## config.mk

```make
export PLATFORM = sky130hd
export DESIGN_NAME = gemm_feed_ctrl_flat
export DESIGN_NICKNAME = d
export VERILOG_FILES = /design/src/rtl/gemm_feed_ctrl_pkg.sv /design/src/rtl/gemm_feed_ctrl_if.sv /design/src/rtl/gemm_feed_ctrl.sv /design/src/flat_wrapper.sv
export SDC_FILE = /design/constraint.sdc
export NUM_CORES = 1
export LEC_CHECK = 0
export ABC_CLOCK_PERIOD_IN_PS = 8900
export BUFFER_PORTS_ARGS = -buffer_cell sky130_fd_sc_hd__buf_4
export CORE_MARGIN = 2
export CORE_UTILIZATION = 55
export DETAILED_ROUTE_END_ITERATION = 10
export GPL_ROUTABILITY_DRIVEN = 0
export PLACE_DENSITY_LB_ADDON = 0.2
export SLEW_MARGIN = 40
export SYNTH_ARGS = -nofsm -noshare
export SYNTH_HDL_FRONTEND = slang
export SYNTH_SLANG_ARGS = --single-unit
```

## constraint.sdc

```tcl
create_clock -name clk -period 8.9 [get_ports clk]
set_input_delay 0.445 -clock clk [delete_from_list [all_inputs] [get_ports clk]]
set_output_delay 0.445 -clock clk [all_outputs]
set_load 0.05 [all_outputs]
```

## src/rtl/gemm_feed_ctrl_pkg.sv

```systemverilog
// Shared types and defaults for the GEMM row-FIFO read scheduler.
package gemm_feed_ctrl_pkg;

    typedef enum logic [1:0] {IDLE, RUN, DONE} feed_state_t;

    localparam int FEED_ROWS = 4;

endpackage

```

## src/rtl/gemm_feed_ctrl_if.sv

```systemverilog
// Control/feed bundle between the GEMM top FSM, the row FIFOs and the read scheduler.
interface gemm_feed_ctrl_if
    import gemm_feed_ctrl_pkg::*;
#(
    parameter int N     = FEED_ROWS,
    parameter int LEN_W = 4
);
    logic             start;
    logic [LEN_W-1:0] tile_len;
    logic             abort;
    logic [N-1:0]     buf_empty;
    logic [N-1:0]     rd_en;
    logic             busy;
    logic             stall;
    logic             done;

    modport master (
        output start, tile_len, abort, buf_empty,
        input  rd_en, busy, stall, done
    );

    modport slave (
        input  start, tile_len, abort, buf_empty,
        output rd_en, busy, stall, done
    );
endinterface

```

## src/rtl/gemm_feed_ctrl.sv

```systemverilog
// Drains tile_len entries from each row FIFO with a one-cycle-per-row diagonal skew,
// freezing the whole schedule whenever a due FIFO is empty.
module gemm_feed_ctrl
    import gemm_feed_ctrl_pkg::*;
#(
    parameter int N     = FEED_ROWS,
    parameter int DEPTH = 8,
    parameter int LEN_W = $clog2(DEPTH) + 1
) (
    input  logic             clk,
    input  logic             rst,
    gemm_feed_ctrl_if.slave  bus
);
    localparam int CW = $clog2(DEPTH + N) + 1;

    feed_state_t      r_state;
    logic [CW-1:0]    r_cnt;
    logic [LEN_W-1:0] r_len;
    logic             r_busy;
    logic             r_done;

    logic [N-1:0]     w_win;
    logic             w_run;
    logic             w_stall;
    logic             w_last;
    logic [LEN_W-1:0] w_len_sat;

    assign w_run     = (r_state == RUN);
    assign w_len_sat = (bus.tile_len > LEN_W'(DEPTH)) ? LEN_W'(DEPTH) : bus.tile_len;

    // Row i is due while cnt sits in [i, i+len_q); this produces the diagonal skew.
    for (genvar gi = 0; gi < N; gi++) begin : g_win
        assign w_win[gi] = (r_cnt >= CW'(gi)) && (r_cnt < CW'(gi) + CW'(r_len));
    end

    assign w_stall = w_run && |(w_win & bus.buf_empty);
    // Last read cycle is when the bottom row consumes its final entry.
    assign w_last  = (r_cnt == CW'(r_len) + CW'(N) - CW'(2));

    assign bus.rd_en = (w_run && !w_stall) ? w_win : '0;
    assign bus.stall = w_stall;
    assign bus.busy  = r_busy;
    assign bus.done  = r_done;

    always_ff @(posedge clk or posedge rst) begin
        if (rst) begin
            r_state <= IDLE;
            r_cnt   <= '0;
            r_len   <= '0;
            r_busy  <= 1'b0;
            r_done  <= 1'b0;
        end else if (bus.abort) begin
            r_state <= IDLE;
            r_cnt   <= '0;
            r_busy  <= 1'b0;
            r_done  <= 1'b0;
        end else begin
            case (r_state)
                IDLE: begin
                    if (bus.start) begin
                        r_len  <= w_len_sat;
                        r_cnt  <= '0;
                        r_busy <= 1'b1;
                        if (bus.tile_len == '0) begin
                            r_state <= DONE;
                            r_done  <= 1'b1;
                        end else begin
                            r_state <= RUN;
                        end
                    end
                end
                RUN: begin
                    if (!w_stall) begin
                        if (w_last) begin
                            r_state <= DONE;
                            r_done  <= 1'b1;
                        end else begin
                            r_cnt <= r_cnt + CW'(1);
                        end
                    end
                end
                DONE: begin
                    r_state <= IDLE;
                    r_busy  <= 1'b0;
                    r_done  <= 1'b0;
                end
                default: begin
                    r_state <= IDLE;
                    r_busy  <= 1'b0;
                    r_done  <= 1'b0;
                end
            endcase
        end
    end

endmodule
```

## src/flat_wrapper.sv

```systemverilog
// flat-port wrapper written by rule: the top's interface ports become plain ports
module gemm_feed_ctrl_flat import gemm_feed_ctrl_pkg::*;
#(
    parameter int N     = FEED_ROWS,
    parameter int DEPTH = 8,
    parameter int LEN_W = $clog2(DEPTH) + 1
)
  (clk, rst, bus_start, bus_tile_len, bus_abort, bus_buf_empty, bus_rd_en, bus_busy, bus_stall, bus_done);
  gemm_feed_ctrl_if #(.N(N), .LEN_W(LEN_W)) bus_i ();
  input  logic clk;
  input  logic rst;
  input wire logic [$bits(bus_i.start)-1:0] bus_start;
  input wire logic [$bits(bus_i.tile_len)-1:0] bus_tile_len;
  input wire logic [$bits(bus_i.abort)-1:0] bus_abort;
  input wire logic [$bits(bus_i.buf_empty)-1:0] bus_buf_empty;
  output wire logic [$bits(bus_i.rd_en)-1:0] bus_rd_en;
  output wire logic [$bits(bus_i.busy)-1:0] bus_busy;
  output wire logic [$bits(bus_i.stall)-1:0] bus_stall;
  output wire logic [$bits(bus_i.done)-1:0] bus_done;
  assign bus_i.start = bus_start;
  assign bus_i.tile_len = bus_tile_len;
  assign bus_i.abort = bus_abort;
  assign bus_i.buf_empty = bus_buf_empty;
  assign bus_rd_en = bus_i.rd_en;
  assign bus_busy = bus_i.busy;
  assign bus_stall = bus_i.stall;
  assign bus_done = bus_i.done;
  gemm_feed_ctrl #(.N(N), .DEPTH(DEPTH), .LEN_W(LEN_W)) u_core (.clk(clk), .rst(rst), .bus(bus_i));
endmodule
```

* Word-level counts from Yosys, hierarchy flattened *
Cells that the tools add are included.

word-level totals
  register bits = 13
  input port bits = 12
  output and inout port bits = 7

cells by class
  $add $sub $neg = 6
  magnitude comparators = 9
  eq/ne operators = 8
  multiplexer cells = 22
  bitwise operators = 2
  reductions and logical operators = 16

operators with widths
  cell                                                                   number
  5-bit two-way mux                                                      4
  5-bit less-than comparator                                             3
  3-bit != test, second input constant                                   4
  2-bit by 4-bit adder with 5-bit output, first input constant           2
  5-bit by 1-bit >= comparator with 1-bit output, second input constant  2
  5-bit by 2-bit >= comparator with 1-bit output, second input constant  2
  2-bit two-way mux                                                      5
  5-bit case mux with 2 select lines                                     1
  4-bit two-way mux                                                      2
  4-bit AND reduction                                                    2
  1-bit two-way mux                                                      7
  1-bit logical AND                                                      6
  3-bit AND reduction                                                    2
  1-bit by 4-bit adder with 5-bit output, first input constant           1
  4-bit by 3-bit adder with 5-bit output, second input constant          1
  5-bit by 1-bit adder with 5-bit output, second input constant          1
  5-bit == test                                                          1
  5-bit by 4-bit less-than comparator with 1-bit output                  1
  5-bit by 2-bit subtractor with 5-bit output, second input constant     1
  4-bit AND                                                              1
  4-bit > comparator, second input constant                              1
  4-bit logical NOT                                                      1
  1-bit case mux with 2 select lines                                     2
  2-bit case mux with 2 select lines                                     1
  other kinds (9)                                                        9

* Depth between registers and ports, before layout *
Gate-level depths: netlist of run 1.

  depth in word-level cells = 9
  mapped depth = 12
  depth with buffers taken out = 11

* Least setup slack after synthesis of run 1 *
OpenSTA, ideal clock, no wires.

  path type = reg-to-output
  start = register u_core.r_len[2]
  end = output port bus_rd_en[0]
  arrival time = 3,750 ps
  required time = 8,455 ps
  slack = 4,705 ps
  stages on the path, launching flop included = 11
  buffers on the path = 1
  cell sequence = dfrtp_1 clkbuf_1 inv_1 or3_1 ha_1 o211ai_1 a21oi_1 and4b_2 nor4_1 nand2b_1 nor4_1

on the way
  cells in the longest elaborated chain, start to end = 9
  elaborated cells between the ends (all ways) = 17
  those cells by class = 3 x add/sub; 4 x order compare; 1 x mux; 1 x bitwise; 8 x reduce/logical

ends and longest elaborated chain
  item                                                                                                     RTL line              RTL
  start: declaration                                                                                       gemm_feed_ctrl.sv:18  logic [LEN_W-1:0] r_len;
  start signal: assignment                                                                                 gemm_feed_ctrl.sv:61  r_len <= w_len_sat;
  1-bit by 4-bit adder with 5-bit output / 2-bit by 4-bit adder with 5-bit output (equally long branches)  gemm_feed_ctrl.sv:33  assign w_win[gi] = (r_cnt >= CW'(gi)) && (r_cnt < CW'(gi) + CW'(r_len));
  5-bit less-than comparator                                                                               gemm_feed_ctrl.sv:33
  1-bit logical AND                                                                                        gemm_feed_ctrl.sv:33
  4-bit AND                                                                                                gemm_feed_ctrl.sv:36  assign w_stall = w_run && |(w_win & bus.buf_empty);
  4-bit OR reduction                                                                                       gemm_feed_ctrl.sv:36
  1-bit logical AND                                                                                        gemm_feed_ctrl.sv:36
  1-bit logical NOT                                                                                        gemm_feed_ctrl.sv:40  assign bus.rd_en = (w_run && !w_stall) ? w_win : '0;
  1-bit logical AND                                                                                        gemm_feed_ctrl.sv:40
  4-bit two-way mux (*)                                                                                    gemm_feed_ctrl.sv:40
  end: declaration                                                                                         flat_wrapper.sv:16    output wire logic [$bits(bus_i.rd_en)-1:0] bus_rd_en;

Every way passes the cells marked *; elsewhere a longest branch is shown, timed or not.

* Final worst setup path of run 1 *
  start = register u_core.r_len[1]
  end = output port bus_rd_en[2]

The elaborated chain is that of the path after synthesis.

==> impl_metrics.env, run 1 <==
export IMPL_synth_top_area_cell="dfrtp_1"
export IMPL_die_area_um2=2752
export IMPL_num_rows=17
export IMPL_wl_um=2674
export IMPL_pwr_share_comb=0.533
export IMPL_vias=1141
export IMPL_crit_type="flop to primary output"
export IMPL_status="complete, no violations"
export IMPL_grt_pass1_wl_um=4623
export IMPL_p_int_uw=142.1
export IMPL_async_flop_share=1.000
export IMPL_end_kind="primary output"
export IMPL_antenna_found_initial=0
export IMPL_arrival_ns=3.25
export IMPL_seq_area_frac_synth=0.2519
export IMPL_syn_avg_cell_area_um2=8.844
export IMPL_ys_types=37
export IMPL_drtAntennaViolNets=0
export IMPL_synth_commonest_cells="24 x ha_1, 13 x dfrtp_1, 12 x a21oi_1, 11 x nand2_1, 10 x nor2_1"
export IMPL_yosysMostFrequentCell="ha_1"
export IMPL_num_io_pins=19
export IMPL_slew_headroom=0.6475
export IMPL_setup_tns_ns=0
export IMPL_port_buffer_count=18
export IMPL_drc=0
export IMPL_cp_required_ns=8.46
export IMPL_synth_cells=146
export IMPL_cts_tree="done"
export IMPL_clock_latency_ns=0.28
export IMPL_rsz0062_at_grt="no"
export IMPL_setup_viol=0
export IMPL_netSwitchingFraction=0.4599
export IMPL_cts_hold_buf=0
export IMPL_p_leak_uw=0.0007344
export IMPL_clockBufferDepth=2
export IMPL_first_pass_iters=4
export IMPL_ys_warn_count=0
export IMPL_track_usage=0.2284
export IMPL_syn_to_final_growth_pct=13.47
export IMPL_postCtsSetupRepairBufs=0
export IMPL_power_density_nw_per_um2=179.5
export IMPL_start_kind="flop"
export IMPL_synth_nets=182
export IMPL_p_clk_frac=0.145
export IMPL_switchingPower_uw=121.0
export IMPL_die_w_um=52.46
export IMPL_synth_top_area_frac=0.2519
export IMPL_die_h_um=52.46
export IMPL_crit_fanout=6
export IMPL_min_period_ns=3.698
export IMPL_tightest_slew_ns=0.5239
export IMPL_yosys_top_cells_area="dfrtp_1 25%, ha_1 23%, a21oi_1 4.7%"
export IMPL_hold_violations=0
export IMPL_synth_main_ff_cell="dfrtp_1"
export IMPL_drive_gt1_frac=0.1697
export IMPL_fmax_mhz=270.4
export IMPL_drt_first_iter_violations=11
export IMPL_start_util=0.5837
export IMPL_hp_class="input port to asynchronous set/reset pin"
export IMPL_cts_root_buf="clkbuf_4"
export IMPL_vdd_drop_max_mv=0.1262
export IMPL_clk_pin_slew_ns=0.08
export IMPL_grt_start_max_net_pins=14
export IMPL_cap_viol_max_count=0
export IMPL_grt_pass1_vias=1047
export IMPL_synth_edff_count=0
export IMPL_syn_area_um2=1291
export IMPL_ys_seq_elements=13
export IMPL_p_total_uw=263.1
export IMPL_vias_per_cell=5.912
export IMPL_hpwl_um=2213
export IMPL_htreeDepth=1
export IMPL_finClkSkew_ns=0.002168
export IMPL_numCtsBuffers=3
export IMPL_diodes=0
export IMPL_pwr_share_seq=0.322
export IMPL_n_fill_cell=209
export IMPL_core_area_um2=2212
export IMPL_post_cts_resized=0
export IMPL_clock_sinks=13
export IMPL_period_share=0.4155
export IMPL_slew_viol_final=0
export IMPL_grt_overflow_total=0
export IMPL_wl_per_cell_um=13.85
export IMPL_fin_nets=202
==> final timing paths <==
check / startpoint / end / slack, ns / cells after the start
min in group clk: bus_abort / u_core.r_state[1]$_DFFE_PP0P_ / 0.36 / 2
min reg2reg: u_core.bus.busy$_DFFE_PP0P_ / u_core.bus.busy$_DFFE_PP0P_ / 0.50 / 2
min: rst / u_core.r_state[0]$_DFFE_PP0P_ / 0.19 / 2
max reg2reg: u_core.r_len[1]$_DFFE_PP0P_ / u_core.r_cnt[4]$_DFFE_PP0P_ / 5.75 / 10
max: u_core.r_len[1]$_DFFE_PP0P_ / bus_rd_en[2] / 5.20 / 11
max in group asynchronous: rst / u_core.r_len[0]$_DFFE_PP0P_ / 8.38 / 2
==> metrics by stage <==
step | setup WS, ns | std cells | utilization | hold WS (ns) | cell area (µm²)
floorplan | 4.705 | 146 | - | 0.3220 | 1291
global placement | 5.633 | 189 | 0.6505 | 0.4657 | 1439
detailed placement | 5.522 | 189 | 0.6505 | 0.4696 | 1439
CTS | 5.198 | 193 | 0.6623 | 0.1997 | 1465
global route | 4.948 | 193 | 0.6623 | 0.2242 | 1465
finish | 5.202 | 193 | 0.6623 | 0.1868 | 1465
==> worst max-delay path, cell delays in order (launching register included) <==
cell,delay (ns)
dfrtp_1,0.45
inv_1,0.11
ha_1,0.21
or3_1,0.31
ha_1,0.30
o211ai_1,0.08
a21oi_1,0.14
and4b_2,0.25
nor4_1,0.46
nand2b_1,0.20
nor4_1,0.21
buf_4,0.25
==> state kept, by name, indices dropped and copies added, names as in the netlist <==
| register | count |
|---|---|
| u_core.r_len | 4 |
| u_core.bus.busy | 1 |
| u_core.bus.done | 1 |
| u_core.r_state | 2 |
| u_core.r_cnt | 5 |
==> routing by layer <==
layer  global-route usage  routed length [µm]
met5                    0                   0
met1               0.2829                1237
met4              0.08974                  31
met3              0.02571                  90
met2               0.4000                1315
==> power by group through the flow <==
stage	registers, µW	logic [µW]	clock network (µW)
floorplan	82.8	114	0
global placement	84.7	136	0
detailed placement	85.6	141	0
CTS	84.4	141	39.3
global route	86.8	160	40.8
finish	84.7	140	38.1
==> cell families after synthesis <==
logic type | count (synthesis) | share of synthesized area
xor+xnor | 5 | 0.03391
mux | 1 | 0.008720
fa+ha+maj | 24 | 0.2326
flops | 13 | 0.2519
simple gates | 60 | 0.2587
compound gates | 31 | 0.1706
buf+inv | 12 | 0.04360
==> final cells by class <==
class,count,area [µm²],area share
Sequential cell,13,325.3,0.2220
Tap cell,28,35.03,0.02391
Clock buffer,4,26.28,0.01793
Multi-Input combinational cell,121,909.6,0.6208
Inverter,9,33.78,0.02306
Timing Repair Buffer,18,135.1,0.09223
==> cells in the final DEF, fill, tap and decap left out, types with 2 or more instances in the layout <==
master | synthesis | layout
ha_1 | 24 | 24
buf_4 | 1 | 18
dfrtp_1 | 13 | 13
a21oi_1 | 12 | 12
nand2_1 | 11 | 11
nor2_1 | 10 | 10
inv_1 | 9 | 9
nand2b_1 | 9 | 9
o21ai_0 | 6 | 6
nor4_1 | 6 | 6
nor3_1 | 5 | 5
nand3_1 | 5 | 5
xnor2_1 | 4 | 4
or3_1 | 3 | 3
clkbuf_4 | 0 | 3
or4_1 | 2 | 2
nor4b_1 | 2 | 2
o211ai_1 | 2 | 2
o211a_1 | 2 | 2
a211o_1 | 2 | 2
No activity file was read; power rests on OpenSTA's default activity.
==> run 2, diff against run 1 <==
--- a/config.mk
+++ b/config.mk
@@ -5,10 +5,10 @@
 export SDC_FILE = /design/constraint.sdc
 export NUM_CORES = 1
 export LEC_CHECK = 0
-export ABC_CLOCK_PERIOD_IN_PS = 8900
+export ABC_CLOCK_PERIOD_IN_PS = 3300
 export BUFFER_PORTS_ARGS = -buffer_cell sky130_fd_sc_hd__buf_4
 export CORE_MARGIN = 2
-export CORE_UTILIZATION = 55
+export CORE_UTILIZATION = 51
 export DETAILED_ROUTE_END_ITERATION = 10
 export GPL_ROUTABILITY_DRIVEN = 0
 export PLACE_DENSITY_LB_ADDON = 0.2
==> constraint.sdc (replaced) <==
create_clock -name clk -period 3.3 [get_ports clk]
set_input_delay 0.165 -clock clk [delete_from_list [all_inputs] [get_ports clk]]
set_output_delay 0.165 -clock clk [all_outputs]
set_load 0.05 [all_outputs]
==> run 2 against run 1 <==
Clock-buffer cell count unchanged. Final area increased by 8.0%. Total power rose to 3.0 times the previous value. Critical path depth unchanged. Critical endpoint is now bus_rd_en[1]. Largest power group unchanged.
==> impl_metrics.env, run 2 (same netlist as run 1, synthesis figures left out) <==
export IMPL_layout_cells_non_filler=202
export IMPL_track_usage=0.2090
export IMPL_drtAntennaViolNets=0
export IMPL_final_core_util=0.6507
export IMPL_num_io_pins=19
export IMPL_grt_pass1_vias=1092
export IMPL_r2r_end="u_core.r_cnt[4]$_DFFE_PP0P_"
export IMPL_wl_um=2892
export IMPL_p_leak_uw=0.0007756
export IMPL_worstSetupStartpoint="u_core.r_len[2]$_DFFE_PP0P_"
export IMPL_numCtsBuffers=3
export IMPL_clk_pin_slew_ns=0.08
export IMPL_crit_fanout=8
export IMPL_final_common_cell="buf_4"
export IMPL_clockBufferDepth=2
export IMPL_power_density_nw_per_um2=491.7
export IMPL_arrival_ns=2.98
export IMPL_slew_headroom=0.5527
export IMPL_first_pass_iters=4
export IMPL_finClkSkew_ns=0.006411
export IMPL_hp_class="input port to flop"
export IMPL_drt_first_iter_violations=12
export IMPL_end_kind="primary output"
export IMPL_placed_area_um2=1474
export IMPL_clock_latency_ns=0.27
export IMPL_diodes=0
export IMPL_grt_pass1_wl_um=4540
export IMPL_clock_sinks=13
export IMPL_hpwl_um=2260
export IMPL_r2r_slack_ns=0.21
export IMPL_reg2reg_depth=10
export IMPL_num_rows=18
export IMPL_setup_viol=0
export IMPL_grt_overflow_total=0
export IMPL_vdd_drop_max_mv=0.3402
export IMPL_min_path_cells=2
export IMPL_hold_violations=0
export IMPL_fin_nets=209
export IMPL_cp_required_ns=3.13
export IMPL_fmax_mhz=317.6
export IMPL_cap_viol_max_count=0
export IMPL_die_w_um=54.32
export IMPL_tightest_slew_ns=0.6617
export IMPL_die_area_um2=2950
export IMPL_core_area_um2=2432
export IMPL_top_regs="u_core.r_cnt: 5 flops, u_core.r_len: 4 flops, u_core.r_state: 2 flops"
export IMPL_cts_root_buf="clkbuf_4"
export IMPL_final_cell_mix="24 x buf_4, 23 x ha_1, 12 x a21oi_1, 11 x nand2_1"
export IMPL_largest_reg_flops=5
export IMPL_vias=1178
export IMPL_fin_hold_ws_ns=0.09040
export IMPL_crit_type="flop to primary output"
export IMPL_period_share=0.9542
export IMPL_die_h_um=54.32
export IMPL_start_util=0.5309
export IMPL_largest_register="u_core.r_cnt"
export IMPL_rsz0062_at_grt="no"
export IMPL_drc=0
export IMPL_slew_viol_final=0
export IMPL_dpl_cell_count=193
export IMPL_status="complete, no violations"
export IMPL_r2r_start="u_core.r_len[1]$_DFFE_PP0P_"
export IMPL_port_buffer_count=18
export IMPL_drive_gt1_frac=0.2616
export IMPL_htreeDepth=1
export IMPL_min_period_ns=3.149
export IMPL_start_kind="flop"
export IMPL_cp_endpoint="bus_rd_en[1]"
export IMPL_syn_to_final_growth_pct=22.58
export IMPL_antenna_found_initial=0
export IMPL_cts_tree="done"
export IMPL_final_cell_area_um2=1583
export IMPL_wl_per_cell_um=14.32
export IMPL_vias_per_cell=5.832
export IMPL_p_total_uw=778.2
export IMPL_grt_start_max_net_pins=14
-- run 2: changes by cell type in the layout (fill, tap and decap cells not counted), moves of 2 or more --
| cell | delta |
|---|---|
| buf_4 | +6 |
| dfrtp_2 | +3 |
| nor4_2 | +2 |
| nor4_1 | -3 |
| dfrtp_1 | -3 |
-- run 2: worst min path at each step --
stage | from | to | slack, ns
after CTS | bus_abort | u_core.r_state[1]$_DFFE_PP0P_ | 0.08
after floorplan | rst | u_core.bus.busy$_DFFE_PP0P_ | 0.04
after global routing | bus_abort | u_core.r_state[1]$_DFFE_PP0P_ | 0.08
after detailed placement | rst | u_core.r_len[3]$_DFFE_PP0P_ | 0.24
after global placement | rst | u_core.r_len[2]$_DFFE_PP0P_ | 0.22
final | bus_abort | u_core.r_state[1]$_DFFE_PP0P_ | 0.09
-- run 2: layout make-up --
| class | count | area [µm²] |
|---|---|---|
| Clock buffer | 4 | 26.28 |
| Timing Repair Buffer | 25 | 190.2 |
| Fill cell | 221 | 849.6 |
| Multi-Input combinational cell | 121 | 965.9 |
| Sequential cell | 13 | 329.1 |
| Inverter | 9 | 33.78 |
| Tap cell | 30 | 37.54 |
-- run 2: where the power goes --
part	total (µW)	internal (µW)	switching (µW)
Clock	97.6	46.8	50.8
Sequential	228	186	42.0
Combinational	453	194	258
-- run 2: through the flow --
step	setup TNS [ns]	worst slack, ns
after detailed placement	0	0.1442
after floorplan	-0.1394	-0.06972
final	0	0.1512
after global routing	0	0.001458
after CTS	0	0.06206
after global placement	0	0.2369
-- run 2: per-layer routing --
layer | global-route usage | part of all wire | vias up
met3 | 0.02732 | 0.051 | 4
met5 | 0 | 0 | -
li1 | - | - | 591
met1 | 0.2525 | 0.42 | 542
met4 | 0.06250 | 0.0093 | 0
met2 | 0.3815 | 0.52 | 41
-- run 2: repair_timing --
item | 4_1_cts | 5_1_grt
buffers inserted | 0 | 4
hold buffers | 1 | 0
endpoints found under the setup margin | 2 | 7
endpoints found under the hold margin | 13 | 0
pin swaps | 0 | 2
resized for setup | 1 | 8
-- run 2: worst max-delay path, cell delays in order (launching register included) --
cell      delay, ns
dfrtp_2        0.47
ha_1           0.25
xnor2_1        0.14
ha_1           0.29
a21oi_1        0.21
o22ai_2        0.13
nor4b_1        0.53
nor4_4         0.11
nand2b_1       0.19
buf_4          0.15
nor3_2         0.03
buf_4          0.19
==> run 3, diff against run 2 <==
--- a/config.mk
+++ b/config.mk
@@ -7,11 +7,13 @@
 export LEC_CHECK = 0
 export ABC_CLOCK_PERIOD_IN_PS = 3300
 export BUFFER_PORTS_ARGS = -buffer_cell sky130_fd_sc_hd__buf_4
+export CELL_PAD_IN_SITES_DETAIL_PLACEMENT = 2
+export CELL_PAD_IN_SITES_GLOBAL_PLACEMENT = 2
 export CORE_MARGIN = 2
-export CORE_UTILIZATION = 51
+export CORE_UTILIZATION = 31
 export DETAILED_ROUTE_END_ITERATION = 10
 export GPL_ROUTABILITY_DRIVEN = 0
-export PLACE_DENSITY_LB_ADDON = 0.2
+export PLACE_DENSITY = 0.76
 export SLEW_MARGIN = 40
 export SYNTH_ARGS = -nofsm -noshare
 export SYNTH_HDL_FRONTEND = slang
==> run 3 against run 2 <==
Setup slack got worse by 0.046 ns. First-iteration DRC count up 130%. Wire length up 30%. Via count up 1.3%. Critical endpoint is now u_core.r_cnt[4]$_DFFE_PP0P_. Largest cell class unchanged. Highest routed layer unchanged.
==> impl_metrics.env, run 3 (same netlist as run 1, synthesis figures left out) <==
export IMPL_num_io_pins=19
export IMPL_largest_reg_flops=5
export IMPL_num_rows=23
export IMPL_grt_pass1_wl_um=6099
export IMPL_min_period_ns=3.195
export IMPL_slew_viol_final=0
export IMPL_slowest_delay_ns=0.67
export IMPL_met1_length_um=1693
export IMPL_grt_overflow_total=0
export IMPL_port_buffer_count=18
export IMPL_slew_headroom=0.6570
export IMPL_syn_to_final_growth_pct=22.87
export IMPL_drive_gt1_frac=0.2339
export IMPL_hp_class="input port to flop"
export IMPL_wl_met3_um=122
export IMPL_vdd_drop_max_mv=0.2131
export IMPL_clock_latency_ns=0.24
export IMPL_setup_viol=0
export IMPL_top_layer="met4"
export IMPL_worstPathCellList="inv_1 > ha_1 > or3_1 > ha_1 > o211ai_1 > a21oi_1 > and4b_2 > or4_1 > o211a_1 > a211o_2"
export IMPL_numCtsBuffers=3
export IMPL_cts_root_buf="clkbuf_8"
export IMPL_hold_violations=0
export IMPL_die_h_um=68.54
export IMPL_rsz0062_at_grt="yes"
export IMPL_clock_sinks=13
export IMPL_vias=1193
export IMPL_core_area_um2=4000
export IMPL_clockBufferDepth=2
export IMPL_diodes=0
export IMPL_final_cell_mix="24 x ha_1, 23 x buf_4, 12 x a21oi_1, 11 x nand2_1"
export IMPL_finClkSkew_ns=0.002980
export IMPL_cp_common_cell="ha_1"
export IMPL_htreeDepth=1
export IMPL_period_share=0.9680
export IMPL_die_area_um2=4698
export IMPL_cp_required_ns=3.42
export IMPL_top_regs="u_core.r_cnt: 5 flops, u_core.r_len: 4 flops, u_core.r_state: 2 flops"
export IMPL_die_w_um=68.54
export IMPL_drt_first_iter_violations=28
export IMPL_crit_type="flop to flop"
export IMPL_power_density_nw_per_um2=512.1
export IMPL_grt_start_max_net_pins=14
export IMPL_track_usage=0.1781
export IMPL_start_util=0.3228
export IMPL_crit_fanout=9
export IMPL_wl_um=3762
export IMPL_critical_path_top_delay_family="simple AND/OR/NAND/NOR gates"
export IMPL_status="complete, no violations"
export IMPL_placed_area_um2=1506
export IMPL_end_kind="flop"
export IMPL_met2_length_um=1921
export IMPL_first_pass_iters=3
export IMPL_tightest_slew_ns=0.5139
export IMPL_hpwl_um=3100
export IMPL_wl_per_cell_um=17.02
export IMPL_grt_pass1_vias=1224
export IMPL_drc=0
export IMPL_final_cell_area_um2=1587
export IMPL_path_buf_inv=1
export IMPL_drtAntennaViolNets=0
export IMPL_cap_viol_max_count=0
export IMPL_arrival_ns=3.32
export IMPL_n_fill_cell=443
export IMPL_p_total_uw=812.4
export IMPL_fin_nets=208
export IMPL_vias_per_cell=5.398
export IMPL_final_common_cell="ha_1"
export IMPL_p_leak_uw=0.0007714
export IMPL_cts_tree="done"
export IMPL_clk_pin_slew_ns=0.06
export IMPL_antenna_found_initial=0
export IMPL_start_kind="flop"
export IMPL_fmax_mhz=313.0
export IMPL_largest_register="u_core.r_cnt"
export IMPL_slowest_stage="or4_1"
[run 3: metal layers]
layer	vias to the layer above	global-route usage
met1	580	0.2156
met3	2	0.01623
met5	-	0
li1	590	-
met2	21	0.3257
met4	0	0.06250
[run 3: worst reg2reg max path, cell delays in order (launching register included)]
cell	delay, ns
dfrtp_2	0.41
inv_1	0.08
ha_1	0.22
or3_1	0.32
ha_1	0.30
o211ai_1	0.08
a21oi_1	0.16
and4b_2	0.26
or4_1	0.67
o211a_1	0.30
a211o_2	0.27
[run 3: final cells by class]
type	instances	area (µm²)	area share
Timing Repair Buffer	24	182.7	0.1151
Inverter	9	33.78	0.02129
Multi-Input combinational cell	121	933.4	0.5883
Clock buffer	4	45.04	0.02839
Tap cell	50	62.56	0.03943
Sequential cell	13	329.1	0.2074
[run 3: what timing repair did]
item,CTS,global route
endpoints found under the hold margin,13,0
buffers inserted,0,2
hold buffers,1,0
setup endpoints to repair,1,8
pin swaps,0,0
gates resized for setup,1,3
[run 3: through the flow]
step | setup TNS (ns) | util | setup slack (ns) | cells | hold slack, ns
2_1_floorplan | -0.1394 | - | -0.06972 | 146 | 0.04196
3_3_place_gp | 0 | 0.3766 | 0.2150 | 214 | 0.2265
3_5_place_dp | 0 | 0.3766 | 0.01993 | 214 | 0.2474
4_1_cts | 0 | 0.3907 | 0.04786 | 219 | 0.1329
5_1_grt | -0.1664 | 0.3966 | -0.05991 | 221 | 0.1389
6_report | 0 | 0.3966 | 0.1055 | 221 | 0.1367
[run 3: power by group]
group	switching, µW	internal (µW)	total (µW)
clock	55.5	85.2	141
combinational	265	180	444
sequential	41.0	186	227
total	361	451	812
[run 3: worst paths after layout]
| check | cells after the start | end | slack [ns] | start |
|---|---|---|---|---|
| worst max-delay path | 10 | u_core.r_cnt[4]$_DFFE_PP0P_ | 0.11 | u_core.r_len[0]$_DFFE_PP0P_ |
| worst min-delay path | 2 | u_core.r_state[1]$_DFFE_PP0P_ | 0.14 | bus_abort |
| worst max register to register | 10 | u_core.r_cnt[4]$_DFFE_PP0P_ | 0.11 | u_core.r_len[0]$_DFFE_PP0P_ |
| worst min register to register | 1 | u_core.bus.done$_DFFE_PP0P_ | 0.48 | u_core.bus.done$_DFFE_PP0P_ |
| max in group asynchronous | 3 | u_core.r_len[2]$_DFFE_PP0P_ | 2.41 | rst |
| min in group asynchronous | 3 | u_core.r_len[3]$_DFFE_PP0P_ | 0.52 | rst |
